**src/rtl/vga_pkg.sv**
```systemverilog
// Shared types and constants for the VGA test-pattern generator: pattern modes,
// default resolution and the eight-entry bar colour table.
package vga_pkg;

  typedef enum logic [1:0] {
    ModeBars    = 2'd0,
    ModeChecker = 2'd1,
    ModeRamp    = 2'd2,
    ModeScroll  = 2'd3
  } mode_e;

  localparam int unsigned DefHActive = 640;
  localparam int unsigned DefVActive = 480;
  localparam int unsigned DefColW    = 10;
  localparam int unsigned DefRowW    = 9;
  localparam int unsigned DefColorW  = 4;
  localparam int unsigned MaxColorW  = 16;

  // Packed {R,G,B} at the widest supported channel; callers cast down to 3*color_w.
  function automatic logic [3*MaxColorW-1:0] bar_color(input int unsigned color_w,
                                                       input int unsigned idx);
    logic [MaxColorW-1:0] full;
    logic [MaxColorW-1:0] grey;
    logic [MaxColorW-1:0] r;
    logic [MaxColorW-1:0] g;
    logic [MaxColorW-1:0] b;
    full = MaxColorW'((32'd1 << color_w) - 32'd1);
    grey = MaxColorW'(32'd1 << (color_w - 1));
    r = '0;
    g = '0;
    b = '0;
    case (idx % 8)
      0: r = full;
      1: g = full;
      2: b = full;
      3: begin r = full; g = full; end
      4: begin g = full; b = full; end
      5: begin r = full; b = full; end
      6: begin r = full; g = full; b = full; end
      default: begin r = grey; g = grey; b = grey; end
    endcase
    return ((3*MaxColorW)'(r) << (2 * color_w)) | ((3*MaxColorW)'(g) << color_w) |
           (3*MaxColorW)'(b);
  endfunction

endpackage

```
**src/rtl/vga_bar_index.sv**
```systemverilog
// Bar index from a column: counts how many bar boundaries the column has reached.
module vga_bar_index #(
  parameter int unsigned H_ACTIVE = 640,
  parameter int unsigned NUM_BARS = 8,
  parameter int unsigned COL_W    = 10
) (
  input  logic [COL_W-1:0] col,
  output logic [3:0]       k
);

  localparam int unsigned BAR_W = H_ACTIVE / NUM_BARS;

  always_comb begin
    k = '0;
    for (int unsigned j = 1; j < NUM_BARS; j++) begin
      if (col >= COL_W'(j * BAR_W)) begin
        k = k + 4'd1;
      end
    end
  end

endmodule

```
**src/rtl/vga_pattern_gen.sv**
```systemverilog
// VGA test-pattern generator: colour bars, checkerboard, grey ramp and scrolling bars,
// with the pattern and scroll offset latched once per frame.
module vga_pattern_gen
  import vga_pkg::*;
#(
  parameter int unsigned H_ACTIVE    = DefHActive,
  parameter int unsigned V_ACTIVE    = DefVActive,
  parameter int unsigned COL_W       = DefColW,
  parameter int unsigned ROW_W       = DefRowW,
  parameter int unsigned COLOR_W     = DefColorW,
  parameter int unsigned NUM_BARS    = 8,
  parameter int unsigned CHECK_LOG2  = 5,
  parameter int unsigned SCROLL_STEP = 4
) (
  input  logic                 clk,
  input  logic                 rst,
  input  logic                 frame_start,
  input  logic                 de_in,
  input  logic [ROW_W-1:0]     row,
  input  logic [COL_W-1:0]     col,
  input  logic [1:0]           mode_in,
  output logic [3*COLOR_W-1:0] pixel_out,
  output logic                 de_out,
  output logic [7:0]           frame_cnt
);

  localparam int unsigned PIX_W      = 3 * COLOR_W;
  localparam int unsigned RAMP_SHIFT = COL_W - COLOR_W - 1;

  mode_e              mode_q;
  logic [COL_W-1:0]   scroll_q, scroll_d;
  logic [7:0]         frame_cnt_q;
  logic [PIX_W-1:0]   pixel_q, pixel_d;
  logic               de_q;

  logic [COL_W:0]     scroll_sum;
  logic [COL_W:0]     col_sum;
  logic [COL_W-1:0]   col_scr;
  logic [COL_W-1:0]   bar_col;
  logic [3:0]         bar_k;
  logic [COL_W-1:0]   ramp_raw;
  logic [COLOR_W-1:0] ramp;
  logic               active;

  // Both wraps rely on the operands already being below H_ACTIVE, so one subtract suffices.
  always_comb begin
    scroll_sum = {1'b0, scroll_q} + (COL_W+1)'(SCROLL_STEP);
    scroll_d   = (scroll_sum >= (COL_W+1)'(H_ACTIVE)) ?
                 COL_W'(scroll_sum - (COL_W+1)'(H_ACTIVE)) : scroll_sum[COL_W-1:0];
    col_sum    = {1'b0, col} + {1'b0, scroll_q};
    col_scr    = (col_sum >= (COL_W+1)'(H_ACTIVE)) ?
                 COL_W'(col_sum - (COL_W+1)'(H_ACTIVE)) : col_sum[COL_W-1:0];
    bar_col    = (mode_q == ModeScroll) ? col_scr : col;
  end

  vga_bar_index #(
    .H_ACTIVE (H_ACTIVE),
    .NUM_BARS (NUM_BARS),
    .COL_W    (COL_W)
  ) u_bar_index (
    .col (bar_col),
    .k   (bar_k)
  );

  always_comb begin
    ramp_raw = col >> RAMP_SHIFT;
    ramp     = (ramp_raw > COL_W'((1 << COLOR_W) - 1)) ? '1 : ramp_raw[COLOR_W-1:0];
    active   = de_in && ({1'b0, row} < (ROW_W+1)'(V_ACTIVE)) &&
               ({1'b0, col} < (COL_W+1)'(H_ACTIVE));
    pixel_d  = '0;
    if (active) begin
      case (mode_q)
        ModeBars, ModeScroll: pixel_d = PIX_W'(bar_color(COLOR_W, 32'(bar_k)));
        ModeChecker:          pixel_d = (row[CHECK_LOG2] ^ col[CHECK_LOG2]) ? '1 : '0;
        ModeRamp:             pixel_d = {ramp, ramp, ramp};
        default:              pixel_d = '0;
      endcase
    end
  end

  always_ff @(posedge clk) begin
    if (rst) begin
      pixel_q     <= '0;
      de_q        <= 1'b0;
      mode_q      <= ModeBars;
      scroll_q    <= '0;
      frame_cnt_q <= '0;
    end else begin
      pixel_q <= pixel_d;
      de_q    <= de_in;
      if (frame_start) begin
        mode_q      <= mode_e'(mode_in);
        scroll_q    <= scroll_d;
        frame_cnt_q <= frame_cnt_q + 8'd1;
      end
    end
  end

  assign pixel_out = pixel_q;
  assign de_out    = de_q;
  assign frame_cnt = frame_cnt_q;

endmodule

```
**config.mk**
```make
export PLATFORM = sky130hd
export DESIGN_NAME = vga_pattern_gen
export DESIGN_NICKNAME = d
export VERILOG_FILES = /design/src/rtl/vga_pkg.sv /design/src/rtl/vga_bar_index.sv /design/src/rtl/vga_pattern_gen.sv
export SDC_FILE = /design/constraint.sdc
export NUM_CORES = 1
export LEC_CHECK = 0
export CAP_MARGIN = 20
export CORE_ASPECT_RATIO = 1.75
export CORE_UTILIZATION = 58
export CTS_CLUSTER_DIAMETER = 50
export CTS_CLUSTER_SIZE = 10
export DETAILED_ROUTE_END_ITERATION = 6
export PLACE_DENSITY = 0.95
export SYNTH_ARGS = -nofsm -noshare
export SYNTH_HDL_FRONTEND = slang
export SYNTH_SLANG_ARGS = --single-unit
```
**constraint.sdc**
```tcl
create_clock -name clk -period 21.8 [get_ports clk]
set_input_delay 5.45 -clock clk [delete_from_list [all_inputs] [get_ports clk]]
set_output_delay 5.45 -clock clk [all_outputs]
set_load 0.03 [all_outputs]
```
Word-level counts from Yosys, hierarchy flattened
Cells that the tools add are included.

storage, ports and cells
  register bits = 33
  output and inout bits = 21
  word-level logic and storage cells = 75

operators by class
  add/sub/neg operators = 11
  magnitude comparators = 12
  equal/unequal tests = 9
  multiplexer cells = 22
  bitwise operators = 4
  reduce and logical (&&, ||, !) cells = 12

operator list
  operator                count
  $mux 12                 3
  $pmux 12 s3             1
  $logic_not 32->1        1
  $ge 10x9->1 const B     3
  $mux 10                 3
  $or 12x12->12           2
  $pmux 4 s2              3
  $ge 11x10->1 const B    2
  $ge 10x8->1 const B     2
  $sub 10x10->10 const B  2
  $mux 8                  2
  $mux 3                  5
  $add 3x1->3 const B     4
  $mux 4                  3
  $reduce_or 4->1         3
  $add 10x10->11          1
  $add 10x3->11 const B   1
  $ge 10x10->1 const B    1
  $ge 10x7->1 const B     1
  $lt 10x10->1 const B    1
  $eq 3x3->1 const B      3
  $lt 9x9->1 const B      1
  $reduce_or 3->1         3
  $add 8x1->8 const B     1
  other kinds (14)        18

Longest topological paths before layout
  depth in word-level cells = 26
  mapped depth = 32
  gate-level depth less buffers = 32

Hierarchy
Synthesis repeated with hierarchy kept, for this count alone.

unflattened totals
  cell total of the unflattened synthesis = 323
  area, all modules = 2621.3 sq um

modules (own cells, without submodules)
  module           instances  cells an instance  area an instance (sq um)
  vga_pattern_gen  1          240                2033.2
  vga_bar_index    1          83                 588.1

Worst setup path before layout
No wires, ideal clock.

  kind = in2reg
  start point = in col[2]
  end point = reg pixel_q[10], in the netlist pixel_out[10]
  library setup time = 130 ps
  data arrival time = 11613 ps
  slack = 10056 ps
  stages = 30
  cell sequence = ha_1 -> fa_1 -> a21o_1 -> a221oi_2 -> xnor2_1 -> inv_1 -> ha_1 -> nand2b_1 -> nor2_1 -> or4b_1 -> o221ai_1 -> o2111ai_2 -> and3_1 -> and3_1 -> ha_1 -> xnor2_1 -> ha_1 -> mux2_2 -> ha_1 -> nor2_1 -> a21oi_1 -> ha_1 -> o21ai_0 -> nand2_1 -> ha_1 -> a211oi_1 -> nor2_1 -> xnor3_2 -> xor2_2 -> o22ai_1

between the ends
  longest elaborated chain between the ends = 26
  elaborated cells between the ends (all ways) = 44

RTL lines
  item                                                          line                                          RTL
  start, declared                                               vga_pattern_gen.sv:20                         input logic [COL_W-1:0] col,
  $add 10x10->11                                                vga_pattern_gen.sv:50                         col_sum = {1'b0, col} + {1'b0, scroll_q};
  $sub 10x10->10 or $ge 11x10->1 (tied branches)                vga_pattern_gen.sv:52, vga_pattern_gen.sv:51
  $mux 10                                                       vga_pattern_gen.sv:51                         col_scr = (col_sum >= (COL_W+1)'(H_ACTIVE)) ?
  $mux 10                                                       vga_pattern_gen.sv:53                         bar_col = (mode_q == ModeScroll) ? col_scr : col;
  $ge 10x7->1                                                   vga_bar_index.sv:16                           if (col >= COL_W'(j * BAR_W)) begin
  $mux 1                                                        vga_bar_index.sv:16
  $add 1x1->2                                                   vga_bar_index.sv:17                           k = k + 4'd1;
  $mux 2                                                        vga_bar_index.sv:16
  [... 9 more ...]                                              -
  $mux 3                                                        vga_bar_index.sv:16
  $logic_not 32->1 (tied with other cells)                      vga_pkg.sv:32                                 case (idx % 8)
  $reduce_or 4->1 (no line) or $reduce_or 3->1 (tied branches)  -
  $pmux 4 s2                                                    vga_pkg.sv:32
  $mux 4                                                        vga_pattern_gen.sv:72                         case (mode_q)
  $mux 4                                                        vga_pattern_gen.sv:71                         if (active) begin
  $or 12x12->12 (2 in series)                                   vga_pkg.sv:42                                 return ((3*MaxColorW)'(r) << (2 * color_w)) | ((3*MaxColorW)'(g) << color_w) |
  $pmux 12 s3                                                   vga_pattern_gen.sv:72
  end signal, assigned                                          vga_pattern_gen.sv:89                         pixel_q <= pixel_d;
  end, declared                                                 vga_pattern_gen.sv:33                         logic [PIX_W-1:0] pixel_q, pixel_d;

Several ways; a longest one is shown, not always the timed one. The select of a mux whose other input is x is not followed.
A chain may end at the register's enable or synchronous reset.

Worst setup path in the final report
Ends and elaborated chain as after synthesis.

==> impl_metrics.csv <==
group,metric,value,unit
run_status,status,"complete, no violations",
pwr,power_switching,0.00006958,W
floorplanning,num_rows,32,
worst_setup_path,rr_worst_depth,30,
yosys,syn_area_per_cell,8.282,um^2
clock_network,post-cts-setup-buffers,0,
clock_network,clk_transition_reported_paths,0.06,ns
final_layout,area_growth,18.98,%
yosys,yosysTopAreaCell,"dfxtp_1",
worst_setup_path,cp-start-kind,"input port",
floorplanning,ios,46,
floorplanning,die_w,53.73,um
hold_path,hold_depth,2,
clock_network,cts_tree,"yes",
pwr,power.leakage,1.337,nW
clock_network,cts.htree.levels,2,
final_layout,antenna_cells,0,
yosys,ys_async_sr_fraction,0,
drt,drt_iter0_drc,79,
drt,drc,0,
clock_network,cts_hold_buf,0,
pwr,power_density,59.20,nW/um^2
placement,post-place-ws,8.977,ns
timing,finClkSkew,0.003920,ns
placement,hpwl,5.317,mm
pwr,ir_drop,0.05661,mV
drt,vias_per_cell,6.410,
grt,grtUsageTotal,0.3048,
yosys,synthSimpleGateAreaFrac,0.2170,
pwr,pwr-share-clk,0.239,
timing,fin_ws,9.191,ns
drt,antenna_left,0,
placement,io_buffers,40,
floorplanning,start_util,0.6112,
worst_setup_path,worst_ep_arrival_time,12.76,ns
worst_setup_path,reg2reg_from,"scroll_q[2]$_SDFFE_PP0P_",
hold_path,holdPathEnd,"frame_cnt[7]$_SDFFE_PP0P_",
grt,grt_overflow,0,
placement,post_dp_cell_area,3144,um^2
drt,avgRoutedWirePerCell,16.53,um
yosys,netlist_area,2716,um^2
timing,setup_viol,0,
timing,finalHoldViolCount,0,
worst_setup_path,cpPeakStageDelay,0.49,ns
worst_setup_path,endpoint_kind,"flop",
floorplanning,dieArea,4972,um^2
clock_network,clk_path_buf_depth,2,
grt,grt_pass1_vias,2746,
yosys,ys_types,68,
yosys,synth_top_family_by_area,"compound AO/OA/AOI/OAI gates",
pwr,power_frac_comb,0.433,
pwr,power,0.0001913,W
yosys,synthTopCellsByArea,"dfxtp_1 23%, ha_1 10%, a21oi_1 4.2%, nor2_1 4.1%, xor2_1 3.5%",
yosys,synth-main-ff-cell,"dfxtp_1",
final_layout,final.fill_count,338,
clock_network,clock-root-buffer,"clkbuf_8",
worst_setup_path,r2r_end,"pixel_out[10]$_SDFF_PP0_",
yosys,synth.top_cell.area_share,0.2285,
yosys,synth_nets,376,
yosys,ys_seq_area_frac,0.2285,
drt,firstDrtPassIters,4,
final_layout,regArea,620.6,um^2
final_layout,final_nets,414,
yosys,synthXorXnorAreaFrac,0.08521,
flow_run,drv_cap,0,
clock_network,cts_sinks,31,
hold_path,hp-start,"frame_cnt[7]$_SDFFE_PP0P_",
clock_network,cts_made_buffers,5,
clock_network,worstSkewPairLatency,0.28,ns
worst_setup_path,worst-setup-path-type,"input port to flop",
worst_setup_path,r2r_slack,14.40,ns
hold_path,hold_class,"flop to flop",
yosys,synth_compound_area_frac,0.2865,
drt,finalWirelength,6.893,mm
floorplanning,core,4444,um^2
final_layout,multi_input_area,2007,um^2
yosys,ys.warnings.count,0,
worst_setup_path,cp_common_cell,"ha_1",
timing,tightest_slew,0.8209,ns
worst_setup_path,slowest_stage,"a211oi_1",
timing,fin_setup_tns,0,ns
drt,vias,2673,
timing,clock.fmax,0.07931,GHz
grt,grt_pass1_wl,11.40,mm
yosys,syn-instance-count,328,
clock_network,cts-resized-gates,0,
timing,rsz0062_at_grt,"no",
pwr,swShare,0.3637,
final_layout,drive_gt1_frac,0.07923,
floorplanning,die_h,92.53,um
pwr,internal_power,0.0001217,W
final_layout,stdcell_area,3232,um^2
worst_setup_path,cp.required,21.95,ns
grt,grt_max_degree,20,
final_layout,fin_util,0.7272,
yosys,synth_edf_count,0,
yosys,ys_ff_latch,31,
timing,post-route-min-period,12.61,ns
pwr,seq_power_share,0.328,
timing,maxSlewViolCount,0,
timing,period_share,0.5784,
placement,routabilityCongestion,0.8790,
grt,antenna_found_initial,0,
yosys,yosys.area_share.adder,0.1087,
timing,maxSlewHeadroom,0.4510,
worst_setup_path,worst-path-max-fanout,7,
yosys,synth.area.mux_share,0.04146,
## layout by cell type, fill, tap and decap left out, types with 2 or more instances in the layout
cell type        instances
nor4b_2                  2
o211ai_1                 2
xor2_1                  11
or3_1                    3
mux2_2                   2
a21o_1                  10
nand2b_1                 7
xnor2_1                  9
a311oi_2                 2
nor2b_1                  6
nor3_1                   4
o31ai_1                  4
clkdlybuf4s50_1         40
ha_1                    22
clkbuf_8                 6
nand2_1                 20
o21ai_1                  3
o21ai_0                 16
a211oi_1                 5
and2_1                   3
a31o_2                   2
and3_1                   9
inv_1                   14
or4_1                    2
nand3_1                  5
o21bai_1                 2
o21ba_2                  2
a21oi_1                 23
o211a_1                  2
o22ai_1                  8
a211o_1                  2
mux2i_1                  9
nor4_1                   4
nand4_1                  6
a22oi_1                  2
o21a_1                   5
dfxtp_1                 31
nor2_1                  30
o22a_1                   2
## critical path, delay by kind of cell
kind            cells  cell delay (ns)
fa+ha+maj           8             2.45
compound gates      8             1.65
simple gates        8             1.44
xor+xnor            4             1.00
buf+inv             2             0.49
mux                 1             0.27
## cells in the mapped netlist, types with 3 or more instances
cell type  count
nand2b_1       7
xor2_1        11
and2_1         3
ha_1          22
nand4_1        6
nand3_1        5
o21a_1         5
o21ai_1        3
o21ai_0       16
a21oi_1       23
mux2i_1        9
inv_1         14
or3_1          3
o31ai_1        4
o22ai_1        8
xnor2_1        9
a21o_1        10
nor2_1        30
clkbuf_1       6
nand2_1       20
nor4_1         4
and3_1         9
dfxtp_1       31
nor3_1         4
a211oi_1       5
nor2b_1        6
## power by group through the flow
stage	sequential, W	combinational (W)	clock, W
2_1_floorplan	0.0000695	0.0000547	0
3_5_place_dp	0.0000639	0.0000813	0
4_1_cts	0.0000627	0.0000826	0.0000461
6_report	0.0000627	0.0000829	0.0000457
5_1_grt	0.0000630	0.0000904	0.0000490
3_3_place_gp	0.0000636	0.0000783	0
## worst max path at each step
stage	start	end	slack [ns]	cells after the start
finish	col[2]	pixel_out[10]$_SDFF_PP0_	9.19	31
global route	col[2]	pixel_out[8]$_SDFF_PP0_	8.73	32
CTS	col[2]	pixel_out[10]$_SDFF_PP0_	9.24	31
detailed placement	col[2]	pixel_out[10]$_SDFF_PP0_	8.98	31
global placement	col[2]	pixel_out[10]$_SDFF_PP0_	9.17	31
floorplan	col[2]	pixel_out[10]$_SDFF_PP0_	10.06	30
## layer usage
layer,vias to the layer above,track usage,part of all wire
li1,1303,-,-
met1,1281,0.2792,0.36
met2,63,0.5782,0.56
met3,26,0.05090,0.030
met4,0,0.1689,0.043
met5,-,0,0
## kinds of logic (layout without fill, tap and decap cells)
family / after synthesis / count (layout)
AND/OR/NAND/NOR: 109 / 109
AO/OA/AOI/OAI: 108 / 108
flip-flops: 31 / 31
adder cells (fa/ha/maj): 23 / 23
XOR/XNOR: 23 / 23
buffers and inverters: 23 / 61
multiplexers: 11 / 11
## sequential cells by signal, indices dropped and copies added, names as in the netlist
name       flops
frame_cnt      8
pixel_out     12
de_out         1
mode_q         2
scroll_q       8
## per-stage QoR
stage | cells | hold slack (ns)
final | 417 | 0.5003
after global placement | 410 | 0.4657
after CTS | 417 | 0.5061
after floorplan | 328 | 0.4973
after global routing | 417 | 0.5237
after detailed placement | 410 | 0.4968
## final cells by class
type / instances / share of cell area
Multi-Input combinational cell: 274 / 0.6210
Sequential cell: 31 / 0.1920
Timing Repair Buffer: 40 / 0.1239
Clock buffer: 6 / 0.02555
Tap cell: 51 / 0.01974
Inverter: 14 / 0.01626
Clock inverter: 1 / 0.001549
No activity file was read; power rests on OpenSTA's default activity.
